File: src/rtl/hadamard_normalize_pkg.sv
// Shared widths and helpers for the hadamard datapath stages.
// Every width is derived from (expWidth, sigWidth, low_expand) so all stages agree.
package hadamard_normalize_pkg;
  localparam int EXP_WIDTH_DEF  = 4;
  localparam int SIG_WIDTH_DEF  = 4;
  localparam int LOW_EXPAND_DEF = 2;

  // Sum width: sign, carry, hidden bit and headroom above the stored fraction and low bits.
  function automatic int sum_w(input int sig_w, input int low_e);
    return sig_w + 4 + low_e;
  endfunction

  function automatic int out_w(input int exp_w, input int sig_w);
    return 1 + exp_w + sig_w;
  endfunction

  // Position of 1.0 in the sum at the aligned exponent.
  function automatic int hb_pos(input int sig_w, input int low_e);
    return sig_w + low_e;
  endfunction

  function automatic int exp_bias(input int exp_w);
    return (1 << (exp_w - 1)) - 1;
  endfunction
endpackage

File: src/rtl/hadamard_normalize_if.sv
// Valid/ready bus between the hadamard adder and the normalizer, plus the packed-float output.
interface hadamard_normalize_if import hadamard_normalize_pkg::*; #(
  parameter int expWidth   = EXP_WIDTH_DEF,
  parameter int sigWidth   = SIG_WIDTH_DEF,
  parameter int low_expand = LOW_EXPAND_DEF
) ();
  localparam int SW = sum_w(sigWidth, low_expand);
  localparam int OW = out_w(expWidth, sigWidth);

  logic                in_valid;
  logic                in_ready;
  logic [SW-1:0]       sum_in;
  logic [expWidth-1:0] exp_in;
  logic                out_valid;
  logic                out_ready;
  logic [OW-1:0]       out_data;

  modport master (output in_valid, sum_in, exp_in, out_ready,
                  input  in_ready, out_valid, out_data);
  modport slave  (input  in_valid, sum_in, exp_in, out_ready,
                  output in_ready, out_valid, out_data);
endinterface

File: src/rtl/hadamard_lod.sv
// Combinational leading-one detect: {zero, position of the highest set bit}.
module hadamard_lod #(
  parameter int W  = 10,
  parameter int PW = $clog2(W)
) (
  input  logic [W-1:0] a,
  output logic [PW:0]  lod
);
  logic          zero;
  logic [PW-1:0] p;

  always_comb begin
    zero = 1'b1;
    p    = '0;
    for (int i = 0; i < W; i++) begin
      if (a[i]) begin
        zero = 1'b0;
        p    = i[PW-1:0];
      end
    end
  end

  assign lod = {zero, p};
endmodule

File: src/rtl/hadamard_normalize.sv
// Two-stage renormaliser: |sum| + leading-one detect, then shift, RNE round, saturate/flush.
module hadamard_normalize import hadamard_normalize_pkg::*; #(
  parameter int expWidth   = EXP_WIDTH_DEF,
  parameter int sigWidth   = SIG_WIDTH_DEF,
  parameter int low_expand = LOW_EXPAND_DEF
) (
  input logic clk,
  input logic rst,
  hadamard_normalize_if.slave io
);
  localparam int SW  = sum_w(sigWidth, low_expand);
  localparam int OW  = out_w(expWidth, sigWidth);
  localparam int HB  = hb_pos(sigWidth, low_expand);
  localparam int PW  = $clog2(SW);
  localparam int EW2 = expWidth + 2;
  localparam logic signed [EW2-1:0] E_MAX = EW2'((1 << expWidth) - 1);
  localparam logic signed [EW2-1:0] E_MIN = EW2'(1);

  typedef struct packed {
    logic                sign;
    logic                zero;
    logic [PW-1:0]       p;
    logic [SW-1:0]       mag;
    logic [expWidth-1:0] exp;
  } s1_t;

  logic [2:1] vld_pipe;
  s1_t        s1_q, s1_d;
  logic       s1_advance;
  logic [PW:0] lod;

  assign s1_advance  = !vld_pipe[2] || io.out_ready;
  assign io.in_ready = !vld_pipe[1] || s1_advance;
  assign io.out_valid = vld_pipe[2];

  // Stage 1: sign/magnitude split; -2^(SW-1) negates to itself, which is the correct unsigned magnitude.
  always_comb begin
    s1_d      = '0;
    s1_d.sign = io.sum_in[SW-1];
    s1_d.mag  = io.sum_in[SW-1] ? (~io.sum_in + 1'b1) : io.sum_in;
    s1_d.zero = lod[PW];
    s1_d.p    = lod[PW-1:0];
    s1_d.exp  = io.exp_in;
  end

  hadamard_lod #(.W(SW), .PW(PW)) u_lod (.a(s1_d.mag), .lod(lod));

  // Stage 2: shift the leading one just past the top so the fraction sits in the MSBs.
  logic [PW:0]             sh;
  logic [SW-1:0]           norm;
  logic [sigWidth-1:0]     frac, frac_r;
  logic                    g, s, inc, carry;
  logic signed [EW2-1:0]   e, e_r;
  logic [OW-1:0]           res;

  always_comb begin
    sh   = (PW+1)'(SW) - {1'b0, s1_q.p};
    norm = s1_q.mag << sh;
    frac = norm[SW-1 -: sigWidth];
    g    = norm[SW-1-sigWidth];
    s    = |norm[SW-2-sigWidth:0];
    inc  = g && (s || frac[0]);
    {carry, frac_r} = {1'b0, frac} + {{sigWidth{1'b0}}, inc};
    e    = $signed({2'b00, s1_q.exp}) + $signed({{(EW2-PW){1'b0}}, s1_q.p}) - $signed(EW2'(HB));
    e_r  = e + $signed({{(EW2-1){1'b0}}, carry});
    res  = '0;
    if (s1_q.zero || e_r < E_MIN) res = '0;
    else if (e_r > E_MAX)         res = {s1_q.sign, {expWidth{1'b1}}, {sigWidth{1'b1}}};
    else                          res = {s1_q.sign, e_r[expWidth-1:0], frac_r};
  end

  always_ff @(posedge clk) begin
    if (rst) begin
      vld_pipe    <= '0;
      s1_q        <= '0;
      io.out_data <= '0;
    end else begin
      if (io.in_ready) begin
        vld_pipe[1] <= io.in_valid;
        s1_q        <= s1_d;
      end
      if (s1_advance) begin
        vld_pipe[2] <= vld_pipe[1];
        io.out_data <= res;
      end
    end
  end
endmodule
File: src/flat_wrapper.sv
// flat-port wrapper written by rule: the top's interface ports become plain ports
module hadamard_normalize_flat import hadamard_normalize_pkg::*;
#(
  parameter int expWidth   = EXP_WIDTH_DEF,
  parameter int sigWidth   = SIG_WIDTH_DEF,
  parameter int low_expand = LOW_EXPAND_DEF
)
  (clk, rst, io_in_valid, io_sum_in, io_exp_in, io_out_ready, io_in_ready, io_out_valid, io_out_data);
  hadamard_normalize_if #(.expWidth(expWidth), .sigWidth(sigWidth), .low_expand(low_expand)) io_i ();
  input logic clk;
  input logic rst;
  input wire logic [$bits(io_i.in_valid)-1:0] io_in_valid;
  input wire logic [$bits(io_i.sum_in)-1:0] io_sum_in;
  input wire logic [$bits(io_i.exp_in)-1:0] io_exp_in;
  input wire logic [$bits(io_i.out_ready)-1:0] io_out_ready;
  output wire logic [$bits(io_i.in_ready)-1:0] io_in_ready;
  output wire logic [$bits(io_i.out_valid)-1:0] io_out_valid;
  output wire logic [$bits(io_i.out_data)-1:0] io_out_data;
  assign io_i.in_valid = io_in_valid;
  assign io_i.sum_in = io_sum_in;
  assign io_i.exp_in = io_exp_in;
  assign io_i.out_ready = io_out_ready;
  assign io_in_ready = io_i.in_ready;
  assign io_out_valid = io_i.out_valid;
  assign io_out_data = io_i.out_data;
  hadamard_normalize #(.expWidth(expWidth), .sigWidth(sigWidth), .low_expand(low_expand)) u_core (.clk(clk), .rst(rst), .io(io_i));
endmodule
File: config.mk
export PLATFORM = sky130hd
export DESIGN_NAME = hadamard_normalize_flat
export DESIGN_NICKNAME = d
export VERILOG_FILES = /design/src/rtl/hadamard_normalize_pkg.sv /design/src/rtl/hadamard_normalize_if.sv /design/src/rtl/hadamard_lod.sv /design/src/rtl/hadamard_normalize.sv /design/src/flat_wrapper.sv
export SDC_FILE = /design/constraint.sdc
export NUM_CORES = 1
export LEC_CHECK = 0
export ABC_AREA = 1
export CAP_MARGIN = 20
export CORE_MARGIN = 5
export CORE_UTILIZATION = 35
export DETAILED_ROUTE_END_ITERATION = 16
export PLACE_DENSITY_LB_ADDON = 0.1
export SLEW_MARGIN = 20
export SYNTH_ARGS = -nofsm -noshare
export SYNTH_HDL_FRONTEND = slang
export SYNTH_SLANG_ARGS = --single-unit
export TNS_END_PERCENT = 50
File: constraint.sdc
create_clock -name clk -period 7.3 [get_ports clk]
set_input_delay 2.19 -clock clk [delete_from_list [all_inputs] [get_ports clk]]
set_output_delay 2.19 -clock clk [all_outputs]
set_load 0.1 [all_outputs]
; ---- Yosys cells after proc, flatten, opt, wreduce, memory -nomap -nowiden
; Cells that the tools add are included.
[classes]
addsub = 6
multipliers = 0
div_mod_pow = 0
n_lt_le_gt_ge = 2
eq_ne = 0
shifts = 1
n_mux = 22
n_bitwise = 1
n_reduce_logical = 8
[ops]
columns = operator, count
row1 = 4-bit two-way mux, 8
row2 = 1-bit two-way mux, 11
row3 = "10-bit by 1-bit adder with 10-bit output, second input constant", 1
row4 = 10-bit two-way mux, 1
row5 = 10-bit NOT, 1
row6 = 10-bit by 5-bit << shifter with 10-bit output, 1
row7 = 9-bit two-way mux, 1
row8 = 8-bit two-way mux, 1
row9 = 6-bit by 2-bit adder with 6-bit output, 1
row10 = "6-bit by 5-bit greater-than comparator with 1-bit output, second input constant", 1
row11 = "6-bit by 2-bit < comparator with 1-bit output, second input constant", 1
row12 = "6-bit by 4-bit subtractor with 6-bit output, second input constant", 1
row13 = 4-bit by 1-bit adder with 5-bit output, 1
row14 = 4-bit by 4-bit adder with 5-bit output, 1
row15 = 5-bit OR reduction, 1
row16 = "4-bit by 4-bit subtractor with 5-bit output, first input constant", 1
row17 = 1-bit logical OR, 4
row18 = 1-bit logical NOT, 2
row19 = 1-bit logical AND, 1
[totals]
regBits = 31
latch_bits = 0
ramBits = 0
romBits = 0
inputBits = 18
out_inout_bits = 11
wordCells = 48
n_memories = 0

; ---- Logic depth before layout (Yosys ltp)
[depth]
depth_word = 13
depth_mapped = 24
depth_no_buf = 23

; ---- Cells and area by module
; Synthesis repeated with hierarchy kept, for this count alone.
[unflattened]
cells_unflattened = 340
hier_area_um2 = 2240.9
[by_module_without_submodules]
columns = mod, instances, cells_each, area_per_inst_um2, seq_area_each_um2
row1 = hadamard_normalize, 1, 314, 2119.5, 620.6
row2 = hadamard_lod, 1, 26, 121.4, 0.0

; ---- Worst setup path after synthesis
; OpenSTA, ideal clock, no wires.
[synth_timing]
path_kind = input port to output port
start = input io_out_ready
end = output io_in_ready
arrival_time_ns = 3.479
required_ns = 5.110
path_slack_ns = 1.631
stages = 5
path_buffers = 1
cell_sequence = nor2_1 inv_1 nor2_2 inv_1 clkbuf_1
[synth_via]
elab_chain_len = 2
[synth_rtl]
columns = element, line_no
row1 = from (decl), flat_wrapper.sv:15  ; input wire logic [$bits(io_i.out_ready)-1:0] io_out_ready;
row2 = 1-bit logical OR, hadamard_normalize.sv:32  ; assign s1_advance = !vld_pipe[2] || io.out_ready;
row3 = 1-bit logical OR, hadamard_normalize.sv:33  ; assign io.in_ready = !vld_pipe[1] || s1_advance;
row4 = to (decl), flat_wrapper.sv:16  ; output wire logic [$bits(io_i.in_ready)-1:0] io_in_ready;
; No other way between the ends.

; ---- Final worst setup path
; Same ends and word-level chain as after synthesis.

==> results.json <==
{
  "fill_cells": 701,
  "die_x_um": 90.0,
  "powerDensity_nw_per_um2": 225,
  "period_minus_slack_ps": 5960,
  "dp_slack_ps": 1340,
  "cts.clk_slew.worst_paths_ps": 70,
  "die_y_um": 90.0,
  "synth_cell_types": 30,
  "gp_congestion": 0.823,
  "cts_buffers": 5,
  "ios": 29,
  "syn_to_final_growth_pct": 20.2,
  "timing.final.crit_share_pct": 81.6,
  "grt_pass1_wl_um": 9390,
  "crit_buf_inv": 5,
  "first_iter_violations": 58,
  "post-route-drc-count": 0,
  "fmax_mhz": 168,
  "finalClockSkew_ps": 5.37,
  "cp_slowest_cell": "inv_1",
  "p_leak_uw": 0.00132,
  "worstSetupEndpointType": "output pin",
  "cts-root-buf": "clkbuf_8",
  "clock_latency_ps": 280,
  "design_area_um2": 2690,
  "final_antenna_net_count": 0,
  "cp.arrival_ps": 3770,
  "fp.coreArea_um2": 6280,
  "final_common_cell": "nand2_1",
  "track_usage_pct": 13.7,
  "routedWlPerCell_um": 11.6,
  "layout_common_cells": "nand2_1 (112), inv_1 (47), nand3_1 (42), nor2_1 (34), dfxtp_1 (31)",
  "cp_cell_sequence": "clkdlybuf4s50_1 -> nor2_1 -> buf_4 -> inv_1 -> nor2_2 -> inv_1 -> buf_12",
  "grt_max_degree": 23,
  "min_path_cells": 2,
  "cts_setup_buffers": 0,
  "syn-num-nets": 394,
  "cp_slowest_stage_delay_ps": 530,
  "setup_ws_ps": 1340,
  "synth.yosys.warnings": 0,
  "worst_path_most_repeated_cell": "inv_1",
  "diodes": 0,
  "firstDrtPassIters": 4,
  "grt_pass1_vias": 2101,
  "slew_viol_final": 0,
  "critPathKind": "primary input to output pin",
  "finalNetCount": 419,
  "cts.sinks": 31,
  "vias": 2217,
  "grt_overflow": 0,
  "cts.hold.buffers_added": 0,
  "wirelength_um": 5440,
  "multiInputGateArea_um2": 1360,
  "synth_area_um2": 2240,
  "cts_max_level": 2,
  "rr_worst_depth": 22,
  "hold_path_class": "flip-flop to flip-flop",
  "crit_required_ps": 5110,
  "synth-seq-cells": 31,
  "tightest_slew_ps": 975,
  "tns_ps": 0,
  "syn_inst": 366,
  "rows": 29,
  "start_util_pct": 35.7,
  "critPathTopFamily": "buffers and inverters",
  "antenna_found_initial": 0,
  "status": "finished, final reports clean",
  "place_hpwl_um": 4250,
  "crit_fanout": 22,
  "syn-mean-instance-area_um2": 6.12,
  "place_area_um2": 2570,
  "cp-start-kind": "primary input",
  "cts_tree": "yes",
  "path_depth": 7,
  "max_cap_violations": 0,
  "rsz0062_at_grt": "false",
  "setup_viol": 0,
  "die-area_um2": 8090,
  "ys_seq_area_share_pct": 27.7,
  "numPortBuffers": 28,
  "clockBufferDepth": 2,
  "slew_headroom_pct": 34.8,
  "vias_per_cell": 4.73,
  "vdd_drop_max_uv": 160,
  "cts_resized": 0,
  "hold_viol_final": 0,
  "ff_latch_area_um2": 621,
  "drive_above_1_share_pct": 9.69
}
-- metrics by stage --
step                hold WS, ps  cells  power [µW]  util [%]
floorplan                   436    366         380         -
global placement            455    461         434      41.0
detailed placement          457    461         434      41.0
CTS                         468    469         612      42.9
global route                496    469         647      42.9
finish                      466    469         606      42.9
-- power by group --
| group | leakage (µW) | switching [µW] | internal, µW | total (µW) |
|---|---|---|---|---|
| Sequential | 0.000256 | 12.1 | 185 | 197 |
| Clock | 0.0000612 | 65.4 | 110 | 176 |
| Combinational | 0.000999 | 162 | 71.3 | 233 |
| Total | 0.00132 | 239 | 367 | 606 |
-- registers in the layout, indices dropped and copies added, names as in the netlist --
| signal | count |
|---|---|
| u_core.s1_q | 20 |
| u_core.io.out_data | 9 |
| u_core.vld_pipe | 2 |
-- synth_stat cells --
master / count / area (µm²)
inv_2: 3 / 11.3
nor2_4: 1 / 11.3
or2_2: 2 / 12.5
or2_1: 1 / 6.26
nand2_2: 3 / 18.8
a21oi_2: 9 / 78.8
buf_4: 1 / 7.51
clkbuf_1: 7 / 26.3
o211ai_1: 2 / 15.0
o21a_1: 1 / 7.51
nand2_1: 112 / 420
o21ai_0: 22 / 110
nor2_2: 6 / 37.5
fa_1: 1 / 20.0
a31oi_1: 1 / 6.26
buf_2: 2 / 10.0
dfxtp_1: 31 / 621
inv_1: 47 / 176
a21oi_1: 16 / 80.1
nor2_1: 34 / 128
nand3_2: 1 / 10.0
nor3_2: 2 / 20.0
nand3b_1: 1 / 7.51
nand4_1: 1 / 6.26
ha_1: 9 / 113
xnor2_1: 1 / 8.76
buf_6: 2 / 22.5
xor2_1: 3 / 26.3
nor3_1: 2 / 10.0
nand3_1: 42 / 210
-- worst reg2reg max path: stages, from the launching register on --
cell and delay (ps):
dfxtp_1 580, ha_1 510, inv_2 150, nand3_1 150
nand2_1 60, nand2_1 60, nand3_1 100, nor2_2 200
ha_1 210, nand3_1 80, nor2_1 100, ha_1 150
inv_1 50, ha_1 200, inv_1 60, nand3_1 120
nand3_1 110, nand2_1 50, nand2_1 80, or2_1 250
nand2_1 140, nand2_1 110, a21oi_2 50
-- area by class of cell --
type | instances | area share, %
flip-flops and latches | 31 | 23.1
clock buffers | 6 | 3.07
inverters | 50 | 6.97
clock inverters | 2 | 1.30
multi-input cells | 273 | 50.7
repair buffers | 30 | 11.3
well taps | 77 | 3.58
-- layer usage --
layer,share of wire [%],GRT usage (%),vias up
li1,-,-,1205
met4,1.3,4.09,0
met3,3.0,2.17,6
met2,45,22.1,25
met5,0,0,-
met1,51,18.9,981
-- path summary, 6_finish.rpt --
check                         from                     to  slack (ps)
min reg2reg  u_core.io.out_data[7]  u_core.io.out_data[7]         470
max                   io_out_ready            io_in_ready        1340
max reg2reg        u_core.s1_q[14]  u_core.io.out_data[1]        3610
min          u_core.io.out_data[7]  u_core.io.out_data[7]         470
-- kinds of logic after synthesis --
group                    after synthesis  synth area share [%]
AND/OR/NAND/NOR                      208                  40.1
buffers and inverters                 62                  11.3
adder cells (fa/ha/maj)               10                  5.93
XOR/XNOR                               4                  1.57
flip-flops                            31                  27.7
AO/OA/AOI/OAI                         51                  13.3
Note: power is estimated with default switching activity, not from simulation.
